## src/rtl/smc_pkg.sv

```systemverilog
// Shared types for the SMC sequential MOSFET Id/gm evaluator:
// operating-region encoding, sequencer states and mode selectors.
package smc_pkg;

  typedef enum logic [1:0] {
    REG_CUTOFF = 2'd0,
    REG_TRIODE = 2'd1,
    REG_SAT    = 2'd2
  } region_e;

  typedef enum logic [1:0] {
    ST_IDLE = 2'd0,
    ST_LOAD = 2'd1,
    ST_CALC = 2'd2,
    ST_OUT  = 2'd3
  } state_e;

  localparam logic MODE_ID = 1'b0;
  localparam logic MODE_GM = 1'b1;

endpackage

```

## src/rtl/smc_mos_eval.sv

```systemverilog
// Combinational square-law evaluator for one channel: Id or gm plus region.
// Zero latency; no flow control (the caller sequences channels through it).
module smc_mos_eval
  import smc_pkg::*;
#(
  parameter int VW = 3,
  parameter int OW = 10
) (
  input  logic [VW-1:0] vgs,
  input  logic [VW-1:0] vds,
  input  logic [VW-1:0] w,
  input  logic          mode,
  output logic [OW-1:0] value,
  output region_e       region
);

  // Two guard bits above 3*VW keep 2*ov*Vds and W*(...) free of overflow.
  localparam int PW = 3 * VW + 2;

  logic [PW-1:0] vgs_x;
  logic [PW-1:0] vds_x;
  logic [PW-1:0] w_x;
  logic [PW-1:0] ov;
  logic [PW-1:0] num;

  always_comb begin
    vgs_x  = PW'(vgs);
    vds_x  = PW'(vds);
    w_x    = PW'(w);
    ov     = vgs_x - PW'(1);
    num    = '0;
    region = REG_CUTOFF;
    if (vgs_x <= PW'(1)) begin
      region = REG_CUTOFF;
    end else if (ov > vds_x) begin
      // ov > Vds guarantees 2*ov*Vds >= Vds^2, so the difference never wraps.
      region = REG_TRIODE;
      num    = (mode == MODE_GM) ? PW'(2) * w_x * vds_x
                                 : w_x * (PW'(2) * ov * vds_x - vds_x * vds_x);
    end else begin
      region = REG_SAT;
      num    = (mode == MODE_GM) ? PW'(2) * w_x * ov
                                 : w_x * ov * ov;
    end
    value = OW'(num / PW'(3));
  end

endmodule

```

## src/rtl/smc_calc_seq.sv

```systemverilog
// Frame sequencer: loads NCH operating points, evaluates one channel per cycle
// on a shared evaluator, then streams tagged results under valid/ready.
module smc_calc_seq
  import smc_pkg::*;
#(
  parameter int NCH = 6,
  parameter int VW  = 3,
  parameter int OW  = 10
) (
  input  logic                                     clk,
  input  logic                                     reset,
  input  logic                                     in_valid,
  output logic                                     in_ready,
  input  logic                                     in_mode,
  input  logic [VW-1:0]                            in_vgs,
  input  logic [VW-1:0]                            in_vds,
  input  logic [VW-1:0]                            in_w,
  output logic                                     out_valid,
  input  logic                                     out_ready,
  output logic [OW-1:0]                            out_data,
  output logic [((NCH > 1) ? $clog2(NCH) : 1)-1:0] out_ch,
  output logic [1:0]                               out_region,
  output logic                                     out_last
);

  localparam int            CW      = (NCH > 1) ? $clog2(NCH) : 1;
  localparam logic [CW-1:0] LAST_CH = CW'(NCH - 1);

  if (OW < 3 * VW) begin : g_ow_check
    $error("smc_calc_seq: OW must be at least 3*VW");
  end
  if (NCH < 1 || NCH > 16) begin : g_nch_check
    $error("smc_calc_seq: NCH must be within 1..16");
  end

  state_e        state_q, state_d;
  logic [CW-1:0] cnt_q, cnt_d;
  logic          mode_q, mode_d;
  logic          in_ready_q, in_ready_d;

  logic          out_valid_q, out_valid_d;
  logic [OW-1:0] out_data_q, out_data_d;
  logic [CW-1:0] out_ch_q, out_ch_d;
  region_e       out_region_q, out_region_d;
  logic          out_last_q, out_last_d;

  logic [VW-1:0] vgs_q [NCH];
  logic [VW-1:0] vds_q [NCH];
  logic [VW-1:0] w_q   [NCH];
  logic [OW-1:0] res_q [NCH];
  region_e       rgn_q [NCH];

  logic          in_acc;
  logic          res_we;
  logic [CW-1:0] nxt_ch;
  logic [OW-1:0] ev_value;
  region_e       ev_region;

  smc_mos_eval #(
    .VW (VW),
    .OW (OW)
  ) u_eval (
    .vgs    (vgs_q[cnt_q]),
    .vds    (vds_q[cnt_q]),
    .w      (w_q[cnt_q]),
    .mode   (mode_q),
    .value  (ev_value),
    .region (ev_region)
  );

  always_comb begin
    state_d      = state_q;
    cnt_d        = cnt_q;
    mode_d       = mode_q;
    out_valid_d  = out_valid_q;
    out_data_d   = out_data_q;
    out_ch_d     = out_ch_q;
    out_region_d = out_region_q;
    out_last_d   = out_last_q;
    in_acc       = 1'b0;
    res_we       = 1'b0;
    nxt_ch       = out_ch_q + CW'(1);

    unique case (state_q)
      ST_IDLE: begin
        if (in_valid && in_ready_q) begin
          in_acc = 1'b1;
          mode_d = in_mode;
          if (NCH == 1) begin
            state_d = ST_CALC;
            cnt_d   = '0;
          end else begin
            state_d = ST_LOAD;
            cnt_d   = CW'(1);
          end
        end
      end
      ST_LOAD: begin
        if (in_valid && in_ready_q) begin
          in_acc = 1'b1;
          if (cnt_q == LAST_CH) begin
            state_d = ST_CALC;
            cnt_d   = '0;
          end else begin
            cnt_d = cnt_q + CW'(1);
          end
        end
      end
      ST_CALC: begin
        res_we = 1'b1;
        if (cnt_q == LAST_CH) begin
          // Channel 0 is already buffered unless it is the one being computed now.
          state_d      = ST_OUT;
          cnt_d        = '0;
          out_valid_d  = 1'b1;
          out_ch_d     = '0;
          out_last_d   = (NCH == 1);
          out_data_d   = (NCH == 1) ? ev_value : res_q[0];
          out_region_d = (NCH == 1) ? ev_region : rgn_q[0];
        end else begin
          cnt_d = cnt_q + CW'(1);
        end
      end
      ST_OUT: begin
        if (out_valid_q && out_ready) begin
          if (out_last_q) begin
            state_d      = ST_IDLE;
            out_valid_d  = 1'b0;
            out_data_d   = '0;
            out_ch_d     = '0;
            out_region_d = REG_CUTOFF;
            out_last_d   = 1'b0;
          end else begin
            out_ch_d     = nxt_ch;
            out_data_d   = res_q[nxt_ch];
            out_region_d = rgn_q[nxt_ch];
            out_last_d   = (nxt_ch == LAST_CH);
          end
        end
      end
      default: begin
        state_d = ST_IDLE;
      end
    endcase

    in_ready_d = (state_d == ST_IDLE) || (state_d == ST_LOAD);
  end

  always_ff @(posedge clk or posedge reset) begin
    if (reset) begin
      state_q      <= ST_IDLE;
      cnt_q        <= '0;
      mode_q       <= MODE_ID;
      in_ready_q   <= 1'b0;
      out_valid_q  <= 1'b0;
      out_data_q   <= '0;
      out_ch_q     <= '0;
      out_region_q <= REG_CUTOFF;
      out_last_q   <= 1'b0;
      for (int i = 0; i < NCH; i++) begin
        vgs_q[i] <= '0;
        vds_q[i] <= '0;
        w_q[i]   <= '0;
        res_q[i] <= '0;
        rgn_q[i] <= REG_CUTOFF;
      end
    end else begin
      state_q      <= state_d;
      cnt_q        <= cnt_d;
      mode_q       <= mode_d;
      in_ready_q   <= in_ready_d;
      out_valid_q  <= out_valid_d;
      out_data_q   <= out_data_d;
      out_ch_q     <= out_ch_d;
      out_region_q <= out_region_d;
      out_last_q   <= out_last_d;
      if (in_acc) begin
        vgs_q[cnt_q] <= in_vgs;
        vds_q[cnt_q] <= in_vds;
        w_q[cnt_q]   <= in_w;
      end
      if (res_we) begin
        res_q[cnt_q] <= ev_value;
        rgn_q[cnt_q] <= ev_region;
      end
    end
  end

  assign in_ready   = in_ready_q;
  assign out_valid  = out_valid_q;
  assign out_data   = out_data_q;
  assign out_ch     = out_ch_q;
  assign out_region = out_region_q;
  assign out_last   = out_last_q;

endmodule

```

## config.mk

```make
export PLATFORM = sky130hd
export DESIGN_NAME = smc_calc_seq
export DESIGN_NICKNAME = d
export VERILOG_FILES = /design/src/rtl/smc_pkg.sv /design/src/rtl/smc_mos_eval.sv /design/src/rtl/smc_calc_seq.sv
export SDC_FILE = /design/constraint.sdc
export NUM_CORES = 1
export LEC_CHECK = 0
export BUFFER_PORTS_ARGS = -buffer_cell sky130_fd_sc_hd__clkbuf_2
export CAP_MARGIN = 20
export CORE_ASPECT_RATIO = 1.5
export CORE_MARGIN = 4
export CORE_UTILIZATION = 64
export CTS_CLUSTER_DIAMETER = 100
export DETAILED_ROUTE_END_ITERATION = 8
export PLACE_DENSITY = 0.81
export SKIP_CTS_REPAIR_TIMING = 1
export SYNTH_ARGS = -nofsm -noshare
export SYNTH_HDL_FRONTEND = slang
export SYNTH_HIERARCHICAL = 1
export SYNTH_SLANG_ARGS = --single-unit
```

## constraint.sdc

```tcl
create_clock -name clk -period 12.35 [get_ports clk]
set_clock_uncertainty 0.2 [all_clocks]
set_input_delay 1.235 -clock clk [delete_from_list [all_inputs] [get_ports clk]]
set_output_delay 1.235 -clock clk [all_outputs]
set_load 0.02 [all_outputs]
```

[After elaboration in Yosys (flattened, before gate mapping)]
Cells that the tools add are included.
Cells by class
  div/mod/pow operators: 1
  add/subtract/negate cells: 4
  reductions and logical operators: 13
  multipliers: 7
  bitwise logic cells: 2
  multiplexer cells: 66
  $lt $le $gt $ge: 5
  eq/ne operators: 11
Operators with widths (count)
  bitwise mux 60 bit: 1
  2-to-1 mux 10 bit: 6
  bitwise mux 18 bit: 3
  2-to-1 mux 11 bit: 4
  2-to-1 mux 3 bit: 13
  binary-select mux 10 bit (select 3 bit): 1
  demux 10 bit (select 3 bit): 1
  2-to-1 mux 2 bit: 14
  binary-select mux 3 bit (select 3 bit): 3
  multiplier 3 x 11 -> 11 bit: 2
  one-hot mux 10 bit (2 select lines): 1
  bitwise mux 12 bit: 1
  multiplier 3 x 3 -> 6 bit: 2
  divider 11 x 2 -> 11 bit (second input constant): 1
  > comparator 11 x 3 -> 1 bit: 1
  multiplier 11 x 11 -> 11 bit: 1
  multiplier 3 x 11 -> 10 bit: 1
  subtractor 11 x 6 -> 11 bit: 1
  multiplier 10 x 3 -> 10 bit: 1
  inequality test 2 bit (second input constant): 5
  demux 3 bit (select 3 bit): 1
  2-to-1 mux 1 bit: 9
  one-hot mux 3 bit (3 select lines): 1
  greater-or-equal comparator 4 bit (second input constant): 2
  23 further kinds: 33
Word-level totals
  bits of input ports: 14
  register bits after elaboration: 150
  output and inout bits: 18
  word-level logic and storage cells: 148

[Logic depth before layout (Yosys ltp)]
  word-level depth: 13
  gate-level depth with buffers: 49
  depth with buffers taken out: 43

[By module]
The synthesis kept the hierarchy.
By module, submodules not included
  smc_calc_seq: instances 1, area an instance 7016.7 um^2, cells an instance 509, seq. area each 3753.6 um^2
  smc_mos_eval: instances 1, area an instance 4906.0 um^2, cells an instance 669, seq. area each 0.0 um^2

[Worst setup path before layout]
Ideal clock, no wire load.
  path kind: reg-to-reg
  start point: register cnt_q[0]
  end point: register res_q[30] in the netlist's numbering
  required time: 12.025 ns
  stages on the path, launching flop included: 46
  library setup time: 0.125 ns
  slack: 1.406 ns
  path buffers: 7
  clock period less this slack: 10.944 ns
  arrival time: 10.619 ns
  path through: dfrtp_1 > buf_4 > buf_4 > buf_2 > mux4_2 > inv_1 > o22ai_1 > clkbuf_1 > clkinv_1 > ha_1 > clkbuf_1 > inv_1 > nand2_1 > inv_1 > fa_1 > ha_1 > fa_1 > ha_1 > [... 10 more ...] > nor3_1 > a31oi_1 > a311o_1 > o311ai_1 > nand2_1 > nor2_1 > and3_1 > o21ai_1 > a32o_1 > buf_2 > clkbuf_1 > o311ai_1 > o31ai_1 > o211ai_1 > ha_1 > or4_1 > o311a_1 > mux2_2
On the way
  word-level cells in the longest chain between the ends: 13
  elaborated cells on any way between the ends: 32
  classes of those cells: add/sub: 2; mul: 7; div: 1; order compare: 4; mux: 16; bitwise: 1; reduce/logical: 1
RTL lines
  start, declared: line smc_calc_seq.sv:37  | logic [CW-1:0] cnt_q, cnt_d;
  start signal, assigned: line smc_calc_seq.sv:169  | cnt_q <= cnt_d;
  inverter 3 -> 4 bit (not written as such) *: line smc_calc_seq.sv:63, smc_calc_seq.sv:64, smc_calc_seq.sv:65
  binary-select mux 3 bit (select 3 bit): line smc_calc_seq.sv:63  | .vgs (vgs_q[cnt_q]),
  2-to-1 mux 3 bit (not written as such) (2 in a row): line smc_calc_seq.sv:63
  subtractor 3 x 1 -> 4 bit: line smc_mos_eval.sv:30  | ov = vgs_x - PW'(1);
  multiplier 10 x 3 -> 10 bit: line smc_mos_eval.sv:39  | : w_x * (PW'(2) * ov * vds_x - vds_x * vds_x);
  subtractor 11 x 6 -> 11 bit: line smc_mos_eval.sv:39
  multiplier 3 x 11 -> 11 bit: line smc_mos_eval.sv:39
  2-to-1 mux 11 bit: line smc_mos_eval.sv:38  | num = (mode == MODE_GM) ? PW'(2) * w_x * vds_x
  2-to-1 mux 11 bit: line smc_mos_eval.sv:35  | end else if (ov > vds_x) begin
  2-to-1 mux 11 bit *: line smc_mos_eval.sv:33  | if (vgs_x <= PW'(1)) begin
  divider 11 x 2 -> 11 bit *: line smc_mos_eval.sv:45  | value = OW'(num / PW'(3));
  named net ev_value[0]: line smc_calc_seq.sv:56  | logic [OW-1:0] ev_value;
  bitwise mux 60 bit *: line smc_calc_seq.sv:183  | res_q[cnt_q] <= ev_value;
  end signal, assigned by index: line smc_calc_seq.sv:183
  end, declared: line smc_calc_seq.sv:50  | logic [OW-1:0] res_q [NCH];
The timed path passes the listed nets; every way through them passes the cells marked *. The select of a mux whose other input is x is not followed.
A chain may end at the register's enable or synchronous reset.

[Final worst setup path]
  start point: register cnt_q[0]
  end point: register res_q[40] in the netlist's numbering
Same word-level chain as after synthesis.

==> run metrics <==
DR vias=~9100; initial antenna violation count=0; DRT Pass-1 Iters=5; DRC Markers=0; Final min period=11490 ps; Iter 0 DRT Violations=about 540; CTS tree=yes; M1 wire length=roughly 11000 um; worst hold endpoint=vds_q[16]$_DFFE_PP0P_; largest net degree at the start of global routing=81; syn nets=~1300; H-Tree Depth=4; Setup-failing EPs final=0; slowest cell on the critical path=dfrtp_1; Distinct cells, synth=89; Arr. time, crit path=about 12000 ps; routability cong.=0.964; leading cell type in the layout, fill and taps excluded=dfrtp_1; worst skew pair latency=between 400 and 500 ps; post-synthesis sequential area ratio=a little under a third; mean post-synth cell area=around 10 um2; WL final=approximately 29000 um; RSZ-0062 raised after global routing=no; Mapped Area=approximately 12000 um2; Worst Reg2Reg Path Length in Cells=40; Post-Syn Instances=between 1000 and 1500; All-Layer GR Usage=28.8%; Reg clk slew, reported paths=70 ps; Clock Tree Root=clkbuf_16; FF-to-FF End=res_q[40]$_DFFE_PP0P_; die area=around 21000 um2; Adder-Cell Fraction of Synth Area=15.4%; simple-gate area share of the yosys netlist=13.4%; Layout area overhead=8.09%; most frequent cells in the layout=dfrtp_1, mux2_2, nor2_1, nand2_1, inv_1; Max Cap Viol=0; # rows=60; Starting Density=between 60 and 70%; worst r2r src=cnt_q[0]$_DFFE_PP0P_; Max-slew headroom=approximately 30%; Seq cells post-synth=150; wire length on met3=about 1200 um; Num Clock Sinks=150; fin nets=roughly 1300; worst slew pin tran=1060 ps; Setup crit end kind=flop; Max Clk Rate=87.1 MHz; fraction of registers with async set/reset=100%; maximum fanout along the worst path=25; Die Ht=175 um; post-route ant nets=0; top_reg_cell synth=dfrtp_1; vias in the first global route=~10000; Hold WC Path Type=reg2reg; Hold Vio Cnt, Final=0; Final HPWL DP=about 21000 um; Final Cycle Share=slightly above 90%; Port-buffer cells=31; WHS Path Cells=1; YS warnings=6; mux cell area share after synthesis=about a fifth; proportion of layout cells with a drive suffix above 1=between 20 and 25%; Worst Path Required=between 10000 and 15000 ps; Post-synth EDFFs=0; Max clock buf depth=2; flop2flop setup slack=roughly 860 ps; xor-xnor portion of the synthesized cell area=just over 3%; total negative slack=0 ps; Synth Area in Compound Gates=between 10 and 15%; DR vias/cell=between 6 and 7; # IOs=32; Overflow after GRT=0; Final Max Slew Viols=0; crit path kind=reg2reg; hold path start=vds_q[16]$_DFFE_PP0P_; first-pass GRT wire length=about 48000 um; largest family of logic cells by synthesized area=multiplexers; Startpoint Class=flop; outcome=completed; CP max stage delay=a little under 900 ps; met2 wire len=~16000 um; Max Used Layer=met4; core area=18100 um2; ANT cells=0; Die W=between 100 and 150 um; total CTS buffers=17; DR WL/cell=20.1 um
-- flip-flops by register name (all words and copies together) (netlist names) --
name	flops
cnt_q	3
vds_q	18
res_q	60
out_ch	3
mode_q	1
state_q	2
in_ready	1
out_last	1
w_q	18
vgs_q	18
out_region	2
rgn_q	12
out_data	10
out_valid	1
-- layout make-up --
cell class	count	area, um2
clock buffer	18	439
timing repair buffer	56	343
clock inverter	13	136
tap	248	310
inverter	91	347
fill	1294	5200
multi-input combinational	878	7560
sequential	150	3750
-- worst max-delay path, delay by kind of cell (launching register included) --
| kind | cells | cell delay (ps) |
|---|---|---|
| AO/OA/AOI/OAI | 13 | 2750 |
| buffers and inverters | 6 | 1000 |
| AND/OR/NAND/NOR | 10 | 2430 |
| flip-flops | 1 | 890 |
| XOR/XNOR | 2 | 380 |
| adder cells (fa/ha/maj) | 7 | 2800 |
| multiplexers | 2 | 890 |
-- routing by layer --
metal,track usage (%),vias up
met5,0,-
met4,13.6,0
met3,3.63,88
met2,52.7,301
met1,33.3,4545
li1,-,4214
-- per-stage QoR --
| stage | cells | instance area [um2] | util [%] | hold WS (ps) | setup slack [ps] |
|---|---|---|---|---|---|
| 6_report | 1454 | 12900 | 71.2 | 298 | 863 |
| 5_1_grt | 1454 | 12900 | 71.2 | 311 | 187 |
| 4_1_cts | 1454 | 12900 | 71.2 | 300 | 1010 |
| 3_5_place_dp | 1423 | 12300 | 68.0 | 284 | 1090 |
| 3_3_place_gp | 1423 | 12300 | 68.0 | 279 | 1350 |
| 2_1_floorplan | 1178 | 11900 | - | 259 | 1410 |
-- cell usage after synthesis, types with 28 or more instances --
| library cell | number | area share [%] |
|---|---|---|
| dfrtp_1 | 150 | 31 |
| mux2_2 | 130 | 12 |
| nor2_1 | 92 | 2.9 |
| nand2_1 | 91 | 2.9 |
| inv_1 | 88 | 2.8 |
| ha_1 | 82 | 8.6 |
| a21oi_1 | 53 | 2.2 |
| fa_1 | 40 | 6.7 |
| o21ai_0 | 35 | 1.5 |
| clkbuf_1 | 33 | 1.0 |
| nor3_1 | 29 | 1.2 |
| mux2i_1 | 28 | 2.4 |
-- logic make-up after synthesis --
family / Yosys count
simple gates: 321
compound gates: 215
mux: 181
buf+inv: 150
flops: 150
fa+ha+maj: 123
xor+xnor: 38
-- how the worst max path moves through the flow --
stage,startpoint,endpoint,slack (ps),cells past startpoint
after floorplan,cnt_q[0]$_DFFE_PP0P_,res_q[30]$_DFFE_PP0P_,1410,45
after global placement,cnt_q[0]$_DFFE_PP0P_,res_q[30]$_DFFE_PP0P_,1350,40
after detailed placement,cnt_q[0]$_DFFE_PP0P_,res_q[10]$_DFFE_PP0P_,1090,40
after CTS,cnt_q[0]$_DFFE_PP0P_,res_q[10]$_DFFE_PP0P_,1010,40
after global routing,cnt_q[0]$_DFFE_PP0P_,res_q[50]$_DFFE_PP0P_,190,40
final,cnt_q[0]$_DFFE_PP0P_,res_q[40]$_DFFE_PP0P_,860,40
Power is not shown: default switching activity piles up to over one toggle a cycle in this logic, so the estimate is an artifact.
